===== src/rtl/console_usb_seq.sv =====
// console_usb_seq: command / read sequencer for a multi-lane USB console link.
// Define CONSOLE_USB_RETRY_EN to build the resend-on-timeout path (CMD_RETRY + retry counter).
module console_usb_seq #(
    parameter int unsigned LANE_NUM     = 8,
    parameter int unsigned LINK_NUM     = 7_500_000,
    parameter int unsigned SEND_TMO     = 1_000_000,
    parameter int unsigned RETRY_MAX    = 2,
    parameter int unsigned DATA_IDX_NUM = 6,
    parameter logic [31:0] DEVICE_IDX   = 32'h13579BDF
) (
    input  logic                clk,
    input  logic                rst,
    input  logic                fs_conf,
    output logic                fd_conf,
    input  logic                fs_conv,
    output logic                fd_conv,
    output logic                fs_send,
    input  logic [LANE_NUM-1:0] fd_send,
    input  logic [LANE_NUM-1:0] fs_read,
    output logic                fd_read,
    input  logic [LANE_NUM-1:0] lane_mask,
    output logic [3:0]          send_btype,
    output logic [3:0]          read_btype,
    input  logic [3:0]          core_data_idx,
    output logic [3:0]          data_idx,
    output logic [31:0]         device_idx,
    output logic                err,
    output logic [LANE_NUM-1:0] err_lane
);

    typedef enum logic [2:0] {
        MAIN_IDLE,
        MAIN_WAIT,
        CMD_PREP,
        CMD_SEND,
`ifdef CONSOLE_USB_RETRY_EN
        CMD_RETRY,
`endif
        CMD_DONE,
        READ_WORK,
        READ_DONE
    } state_t;

    typedef enum logic [1:0] {KIND_CONF, KIND_CONV, KIND_LINK} kind_t;

    localparam logic [31:0] LINK_LAST = 32'(LINK_NUM - 1);
    localparam logic [31:0] TMO_LAST  = 32'(SEND_TMO - 1);
    localparam logic [4:0]  DIDX_MOD  = 5'(DATA_IDX_NUM);

    state_t      state, state_nxt;
    kind_t       kind, kind_nxt;
    logic [31:0] idle_cnt;
    logic [31:0] tmo_cnt;
    logic        send_ok;
    logic        read_all;
    logic        read_none;
    logic        fail;
    logic [4:0]  idx_sum;

`ifdef CONSOLE_USB_RETRY_EN
    localparam logic [7:0] RETRY_LIM = 8'(RETRY_MAX);
    logic [7:0] retry_cnt;
`endif

    // Disabled lanes are forced to "done"/"ready" so they never block a reduction.
    assign send_ok   = &(fd_send | ~lane_mask);
    assign read_all  = (lane_mask != '0) && (&(fs_read | ~lane_mask));
    assign read_none = ((fs_read & lane_mask) == '0);
    assign idx_sum   = 5'd2 + {1'b0, core_data_idx};

    assign fs_send    = (state == CMD_SEND);
    assign fd_conf    = (state == CMD_DONE) && (kind == KIND_CONF);
    assign fd_conv    = (state == CMD_DONE) && (kind == KIND_CONV);
    assign fd_read    = (state == READ_DONE);
    assign device_idx = DEVICE_IDX;

    always_comb begin
        state_nxt = state;
        kind_nxt  = kind;
        fail      = 1'b0;
        case (state)
            MAIN_IDLE: state_nxt = MAIN_WAIT;
            MAIN_WAIT: begin
                if (fs_conf) begin
                    state_nxt = CMD_PREP;
                    kind_nxt  = KIND_CONF;
                end else if (fs_conv) begin
                    state_nxt = CMD_PREP;
                    kind_nxt  = KIND_CONV;
                end else if (read_all) begin
                    state_nxt = READ_WORK;
                end else if (idle_cnt == LINK_LAST) begin
                    state_nxt = CMD_PREP;
                    kind_nxt  = KIND_LINK;
                end
            end
            CMD_PREP: state_nxt = CMD_SEND;
            CMD_SEND: begin
                if (send_ok) begin
                    state_nxt = CMD_DONE;
                end else if (tmo_cnt == TMO_LAST) begin
`ifdef CONSOLE_USB_RETRY_EN
                    if (retry_cnt < RETRY_LIM) begin
                        state_nxt = CMD_RETRY;
                    end else begin
                        fail      = 1'b1;
                        state_nxt = CMD_DONE;
                    end
`else
                    fail      = 1'b1;
                    state_nxt = CMD_DONE;
`endif
                end
            end
`ifdef CONSOLE_USB_RETRY_EN
            CMD_RETRY: state_nxt = CMD_SEND;
`endif
            CMD_DONE: begin
                case (kind)
                    KIND_CONF: if (!fs_conf) state_nxt = MAIN_WAIT;
                    KIND_CONV: if (!fs_conv) state_nxt = MAIN_WAIT;
                    default:   state_nxt = MAIN_WAIT;
                endcase
            end
            READ_WORK: state_nxt = READ_DONE;
            READ_DONE: if (read_none) state_nxt = MAIN_WAIT;
            default:   state_nxt = MAIN_IDLE;
        endcase
    end

    always_ff @(posedge clk) begin
        if (rst) begin
            state      <= MAIN_IDLE;
            kind       <= KIND_CONF;
            idle_cnt   <= '0;
            tmo_cnt    <= '0;
            send_btype <= '0;
            read_btype <= '0;
            data_idx   <= '0;
            err        <= 1'b0;
            err_lane   <= '0;
`ifdef CONSOLE_USB_RETRY_EN
            retry_cnt  <= '0;
`endif
        end else begin
            state    <= state_nxt;
            kind     <= kind_nxt;
            idle_cnt <= (state == MAIN_WAIT) ? idle_cnt + 32'd1 : '0;
            // Leaving CMD_SEND (done, retry or fail) rearms the timeout for the next burst.
            tmo_cnt  <= (state == CMD_SEND) ? tmo_cnt + 32'd1 : '0;
            if (state == MAIN_IDLE) read_btype <= 4'b1001;
            if (state == CMD_PREP) begin
                err      <= 1'b0;
                err_lane <= '0;
`ifdef CONSOLE_USB_RETRY_EN
                retry_cnt <= '0;
`endif
                case (kind)
                    KIND_CONF: begin
                        send_btype <= 4'b0001;
                        read_btype <= 4'b1010;
                    end
                    KIND_CONV: begin
                        send_btype <= 4'b1001;
                        read_btype <= 4'b0101;
                        data_idx   <= 4'((idx_sum >= DIDX_MOD) ? idx_sum - DIDX_MOD : idx_sum);
                    end
                    default: send_btype <= 4'b1011;
                endcase
            end
            if (fail) begin
                err      <= 1'b1;
                err_lane <= lane_mask & ~fd_send;
            end
`ifdef CONSOLE_USB_RETRY_EN
            if (state == CMD_RETRY) retry_cnt <= retry_cnt + 8'd1;
`endif
        end
    end

endmodule


===== config.mk =====
export PLATFORM = sky130hd
export DESIGN_NAME = console_usb_seq
export DESIGN_NICKNAME = d
export VERILOG_FILES = /design/src/rtl/console_usb_seq.sv
export SDC_FILE = /design/constraint.sdc
export NUM_CORES = 1
export LEC_CHECK = 0
export CAP_MARGIN = 20
export CELL_PAD_IN_SITES_DETAIL_PLACEMENT = 0
export CELL_PAD_IN_SITES_GLOBAL_PLACEMENT = 2
export CORE_ASPECT_RATIO = 0.8
export CORE_MARGIN = 4
export CORE_UTILIZATION = 33
export CTS_CLUSTER_DIAMETER = 50
export DETAILED_ROUTE_END_ITERATION = 10
export GPL_TIMING_DRIVEN = 0
export HOLD_SLACK_MARGIN = 0.15
export PLACE_DENSITY_LB_ADDON = 0.25
export SYNTH_ARGS = -nofsm -noshare
export SYNTH_HDL_FRONTEND = slang
export SYNTH_SLANG_ARGS = --single-unit

===== constraint.sdc =====
create_clock -name clk -period 3.65 [get_ports clk]
set_clock_uncertainty 0.15 [all_clocks]
set_input_delay 0.73 -clock clk [delete_from_list [all_inputs] [get_ports clk]]
set_output_delay 0.73 -clock clk [all_outputs]
set_load 0.02 [all_outputs]

==> results of run 1 <==
[cells by family after synthesis]
family	synth area share
buf+inv	0.0877
mux	0.00643
fa+ha+maj	0.0107
simple gates	0.303
xor+xnor	0.0807
other cells	0.00161
flops	0.382
compound gates	0.128
[power groups by stage]
stage	Sequential, mW	Combinational [mW]	Clock (mW)
finish	0.998	0.290	0.858
global route	0.999	0.321	0.943
CTS	0.998	0.290	0.893
detailed placement	1.02	0.289	0
global placement	1.02	0.287	0
floorplan	1.03	0.179	0
[registers in the layout (all words and copies together), names as in the netlist]
| name | count |
|---|---|
| data_idx | 4 |
| err | 1 |
| err_lane | 8 |
| idle_cnt | 32 |
| kind | 2 |
| read_btype | 4 |
| send_btype | 3 |
| state | 3 |
| tmo_cnt | 32 |
[worst max-delay path, stage by stage, from the launching register on]
cell	delay [ns]
dfxtp_1	0.30
clkbuf_1	0.20
clkbuf_1	0.28
nor4_1	0.40
clkdlybuf4s50_1	0.67
[per-stage QoR]
step                      area (um2)  power, mW  hold WS [ns]  setup WS (ns)
after floorplan                 4780       1.21         0.296           1.18
after global placement          5550       1.31         0.296          0.373
after detailed placement        5550       1.31         0.300          0.358
after CTS                       5820       2.18         0.309          0.568
after global routing            5820       2.26         0.345          0.457
final                           5820       2.15         0.303          0.567
[layer usage]
layer / routed length (um) / share of wire / GRT usage / vias to the layer above
li1: - / - / - / 2180
met1: 5890 / 0.51 / 0.213 / 1942
met2: 4700 / 0.41 / 0.219 / 135
met3: 882 / 0.076 / 0.0476 / 8
met4: 90 / 0.0078 / 0.0413 / 0
met5: 0 / 0 / 0 / -
[worst paths after layout]
| check | from | to | slack, ns | cells after the start |
|---|---|---|---|---|
| worst max-delay path | state[1] | fd_conf | 0.57 | 4 |
| worst min-delay path | data_idx[3] | data_idx[3] | 0.30 | 2 |
| worst max register to register | idle_cnt[0] | state[0] | 0.92 | 6 |
| worst min register to register | data_idx[3] | data_idx[3] | 0.30 | 2 |
[area by class of cell]
| type | count | share of cell area |
|---|---|---|
| clock inverters | 5 | 0.00537 |
| well taps | 180 | 0.0387 |
| multi-input cells | 444 | 0.445 |
| clock buffers | 11 | 0.0417 |
| repair buffers | 54 | 0.0928 |
| flip-flops and latches | 89 | 0.306 |
| plain buffers | 60 | 0.0619 |
| inverters | 13 | 0.00838 |
[cell usage after synthesis, types with 8 or more instances]
cell type  count
nor2_1        63
or4_1          8
or3_1         13
and3_1        13
xor2_1        25
nor4_1        17
nor3_1        13
nand3_1       35
clkbuf_1      21
a21oi_1       27
inv_1         12
xnor2_1       18
nor2b_1       15
buf_4         33
nand2_1       43
dfxtp_1       89
o21ai_0       18
nand4_1       16
and2_1        10
o211ai_1      12
and4_1         8
==> summary.txt, run 1 <==
Setup path
  • Crit. End Element: primary output
  • Startpoint types: flop
  • CP max FO: 10
  • Critical path data required time: 2.77 ns
  • Crit path kind: reg -> out
  • Critical Path AT: approximately 2.2 ns

STA
  • Total Neg Setup Slack: 0 ns
  • Final Setup Violations: 0
  • Fmax: 324 MHz
  • Period minus WS final: slightly above 3 ns
  • Final Slew Violations: 0
  • Slew HR: 0.323
  • Worst slew pin tran: 1.01 ns
  • Final hold viol count: 0
  • RSZ-0062 raised after global routing: false
  • Fin crit share: 0.845

Drt
  • Wire per inst: 13.5 um
  • Total wire length: 11600 um
  • Initial DRT Pass Iterations: 5
  • Vias: between 4000 and 5000
  • Initial DRC count: 254
  • Post-route DRC: 0
  • Post-route ant nets: 0
  • Via/cell ratio: 4.98

Floorplan
  • Overall die area: 16100 um2
  • Row Count: 38
  • Effective utilization at floorplan: 0.341
  • Core ar.: 13700 um2
  • I/O Pins: between 80 and 90
  • Die Ht: 114 um
  • DIE WIDTH: 141 um

Logic synthesis
  • Main synth FF type: dfxtp_1
  • Ys async rst share: 0
  • Area contributors post-synth: dfxtp_1, buf_4, nor2_1
  • Synth Warn #: 0
  • EDFF count, synth: 0
  • Post-synth top area share: 0.382
  • Netlist cell types: 55
  • Dominant cell type by area after synthesis: dfxtp_1
  • Synth Cell Area: 4670 um2
  • FF+latch count, synth: 89
  • Syn Area/Cell: 8.12 um2
  • Post-synthesis sequential area ratio: 0.382
  • Syn Inst Count: 575

Clocking
  • TritonCTS clock tree: done
  • Clk buf depth: 2
  • Worst-Skew Late Latency: approximately 0.34 ns
  • CTS resizes: 0
  • Hold buffers post-CTS: 0
  • H-tree Lvls: 3
  • Post-CTS setup buffers: 0
  • Clk pin slew, worst setup/hold paths: 0.07 ns
  • Num CTS Buffers: 9
  • Clock sink count: 89
  • Root Driver: clkbuf_16

Final layout
  • Area Growth Syn to Fin: 24.8%
  • Fillers: ~1400
  • Most common cell after layout, fill and taps aside: dfxtp_1
  • Non-Filler Instances: about 860
  • Storage element area: 1780 um2
  • Share of cells above drive strength 1: 0.0858
  • Commonest non-fill, non-tap cells in the layout: dfxtp_1, nor2_1, clkdlybuf4s50_1, nand2_1, nand3_1
  • Nets: a little over 700
  • Area occupied by multi-input gates: 2590 um2
  • Final Util: 0.425
  • ANT cells: 0

Flow run
  • MaxCap Viol Count: 0

Power and ir drop
  • Sequential power share: 0.465
  • Clock power frac: 0.400
  • Internal Power: approximately 1.6 mW
  • VDD IR max: 218 uV
  • P per Cell Area: 369 nW/um2
  • Pleak: 2.05 nW
  • Gate power share: 0.135
  • Sw frac: 0.263
  • NetSw: around 0.56 mW

Global route
  • Initial antenna violation count: 0
  • Vias in the first global route: 4107
  • GRT Overall Usage: 0.150
  • Grt total ovfl: 0
  • Largest net degree at the start of global routing: 15
  • First-pass GRT wire length: 20000 um

Outcome
  • Status: finished clean

Placement
  • Number of port buffers: 54
  • Post-DP HPWL: 8530 um
  • Gpl congestion: 0.824
  • Inst Count DP: between 800 and 900

Hold path
  • Worst min path class: reg -> reg
No activity file was read; power rests on OpenSTA's default activity.
==> run 2, diff against run 1 <==
CORE_UTILIZATION = 30   (was 33)
clock period = 3.1 ns   (was 3.65 ns; I/O delays follow)
==> summary.txt, run 2 (synthesized netlist as in run 1, its figures left out) <==
STA
  • Hold_ws: 0.299 ns (-0.00347 ns)
  • Fin crit share: 0.936
  • RSZ-0062 raised after global routing: false
  • Fmax: 345 MHz
  • Setup WS post-layout: 0.199 ns (-0.368 ns)
  • Worst slew pin tran: 0.959 ns (-0.0487 ns)
  • Period minus WS final: 2.90 ns
  • Final hold viol count: 0 (unchanged)
  • Final Setup Violations: 0 (unchanged)
  • Final Slew Violations: 0 (unchanged)
  • Slew HR: 0.356 (+0.0327)

Setup path
  • Critical-path top delay cell: clkdlybuf4s50_1
  • Startpoint types: flop
  • Critical path data required time: 2.33 ns (-0.44 ns)
  • Crit. End Element: primary output
  • Critical Path AT: 2.13 ns (-0.07 ns)
  • Worst path top cell family by delay: buffers and inverters
  • CP Cell Sequence: clkbuf_1, clkbuf_2, nor4_1, clkdlybuf4s50_1
  • Crit path kind: reg -> out
  • CP max FO: 10 (unchanged)
  • Largest stage delay, worst path: 0.67 ns (about the same)
  • CP bufs+invs: 3 (unchanged)

Global route
  • Initial antenna violation count: 0 (unchanged)
  • First-pass GRT wire length: 20400 um (+1.8%)
  • Vias in the first global route: 4132 (+0.61%)
  • Grt total ovfl: 0 (unchanged)
  • Largest net degree at the start of global routing: 16 (+1)
  • GRT Overall Usage: 0.140 (-0.00964)

Final layout
  • Share of cells above drive strength 1: 0.0888 (+0.00296)
  • ANT cells: 0 (unchanged)
  • Nets: 707 (unchanged)
  • Biggest regs: idle_cnt (32), tmo_cnt (32), err_lane (8)
  • Most common cell after layout, fill and taps aside: dfxtp_1
  • Storage element area: 1780 um2 (unchanged)
  • Area Growth Syn to Fin: 26.3%
  • Final instance area: 5890 um2 (+1.2%)
  • Area occupied by multi-input gates: 2590 um2 (unchanged)
  • Commonest non-fill, non-tap cells in the layout: dfxtp_1, nor2_1, clkdlybuf4s50_1, nand2_1, nand3_1
  • Fillers: 1566 (+11%)

Hold path
  • Worst min path class: reg -> reg

Drt
  • Post-route ant nets: 0 (unchanged)
  • Via/cell ratio: 4.76 (-4.5%)
  • Initial DRT Pass Iterations: 4 (-1)
  • Total wire length: 12000 um (+3.9%)
  • Vias: 4215 (-1.2%)
  • Post-route DRC: 0 (unchanged)
  • Wire per inst: 13.6 um (+0.42%)
  • Initial DRC count: 277 (+9.1%)

Floorplan
  • Die Ht: 120 um (+4.5%)
  • Overall die area: 17600 um2 (+9.4%)
  • Row Count: 40 (+5.3%)
  • DIE WIDTH: 147 um (+4.6%)
  • Effective utilization at floorplan: 0.309 (-0.0321)
  • Core ar.: 15100 um2 (+10%)
  • I/O Pins: 89 (unchanged)

Clocking
  • Root Driver: clkbuf_16
  • Clk buf depth: 2 (unchanged)
  • TritonCTS clock tree: done
  • Num CTS Buffers: 9 (unchanged)
  • Clk pin slew, worst setup/hold paths: 0.07 ns (about the same)
  • H-tree Lvls: 3 (unchanged)
  • Worst-Skew Late Latency: 0.35 ns (about the same)
  • Hold buffers post-CTS: 0 (unchanged)
  • Clock sink count: 89 (unchanged)

Placement
  • Dpl ws: -0.0458 ns (-0.404 ns)
  • Gpl congestion: 0.784 (-4.9%)
  • Post-DP HPWL: 8850 um (+3.7%)
  • Placed Area: 5590 um2 (+0.68%)
  • Number of port buffers: 54 (unchanged)

Power and ir drop
  • VDD IR max: 253 uV (+16%)
  • P per Cell Area: 450 nW/um2 (+22%)
  • Pleak: 2.07 nW (+1.0%)

Outcome
  • Status: finished clean

Flow run
  • MaxCap Viol Count: 0 (unchanged)
-- run 2: cell count changes in the layout (fill, tap and decap cells not counted), sizes merged --
cell      before  now
clkbuf        32   31
clkinvlp       1    0
bufinv         0    1
inv           12   13
-- run 2: area by class of cell --
type	instances	share of cell area
plain buffers	60	0.0614
multi-input cells	444	0.440
clock buffers	10	0.0406
clock inverters	6	0.0113
inverters	13	0.00828
repair buffers	54	0.0917
flip-flops and latches	89	0.302
well taps	210	0.0446
-- run 2: power by group --
group / internal (mW) / switching, mW
Clock: 0.650 / 0.482
Combinational: 0.139 / 0.204
Sequential: 1.16 / 0.0132
-- run 2: final timing paths --
kind | from | to | slack (ns) | depth (start not counted)
worst min-delay path | data_idx[3] | data_idx[3] | 0.30 | 2
worst min register to register | data_idx[3] | data_idx[3] | 0.30 | 2
worst max register to register | idle_cnt[0] | state[0] | 0.31 | 6
worst max-delay path | state[1] | fd_conf | 0.20 | 4
-- run 2: repair_timing --
action / in CTS / in global routing
endpoints found under the setup margin: 0 / 2
resized for setup: 0 / 2
hold endpoints to repair: 0 / 0
buffers inserted: 0 / 0
-- run 2: tightest hold or removal path, delay by kind of cell (launching register included) --
family	cells	cell delay [ns]
DFF	1	0.31
AOI/OAI and AO/OA	1	0.05
and+or+nand+nor	1	0.05
-- run 2: layer usage --
metal | global-route usage | part of all wire | vias up
li1 | - | - | 2183
met1 | 0.198 | 0.52 | 1921
met2 | 0.207 | 0.42 | 103
met3 | 0.0453 | 0.057 | 8
met4 | 0.0343 | 0.0086 | 0
met5 | 0 | 0 | -
-- run 2: per-stage QoR --
stage / TNS [ns] / cells / util / power [mW]
4_1_cts: 0 / 886 / 0.390 / 2.69
5_1_grt: 0 / 886 / 0.390 / 2.77
2_1_floorplan: 0 / 606 / - / 1.42
3_5_place_dp: -0.0458 / 870 / 0.370 / 1.54
3_3_place_gp: -0.160 / 870 / 0.370 / 1.54
6_report: 0 / 886 / 0.390 / 2.65
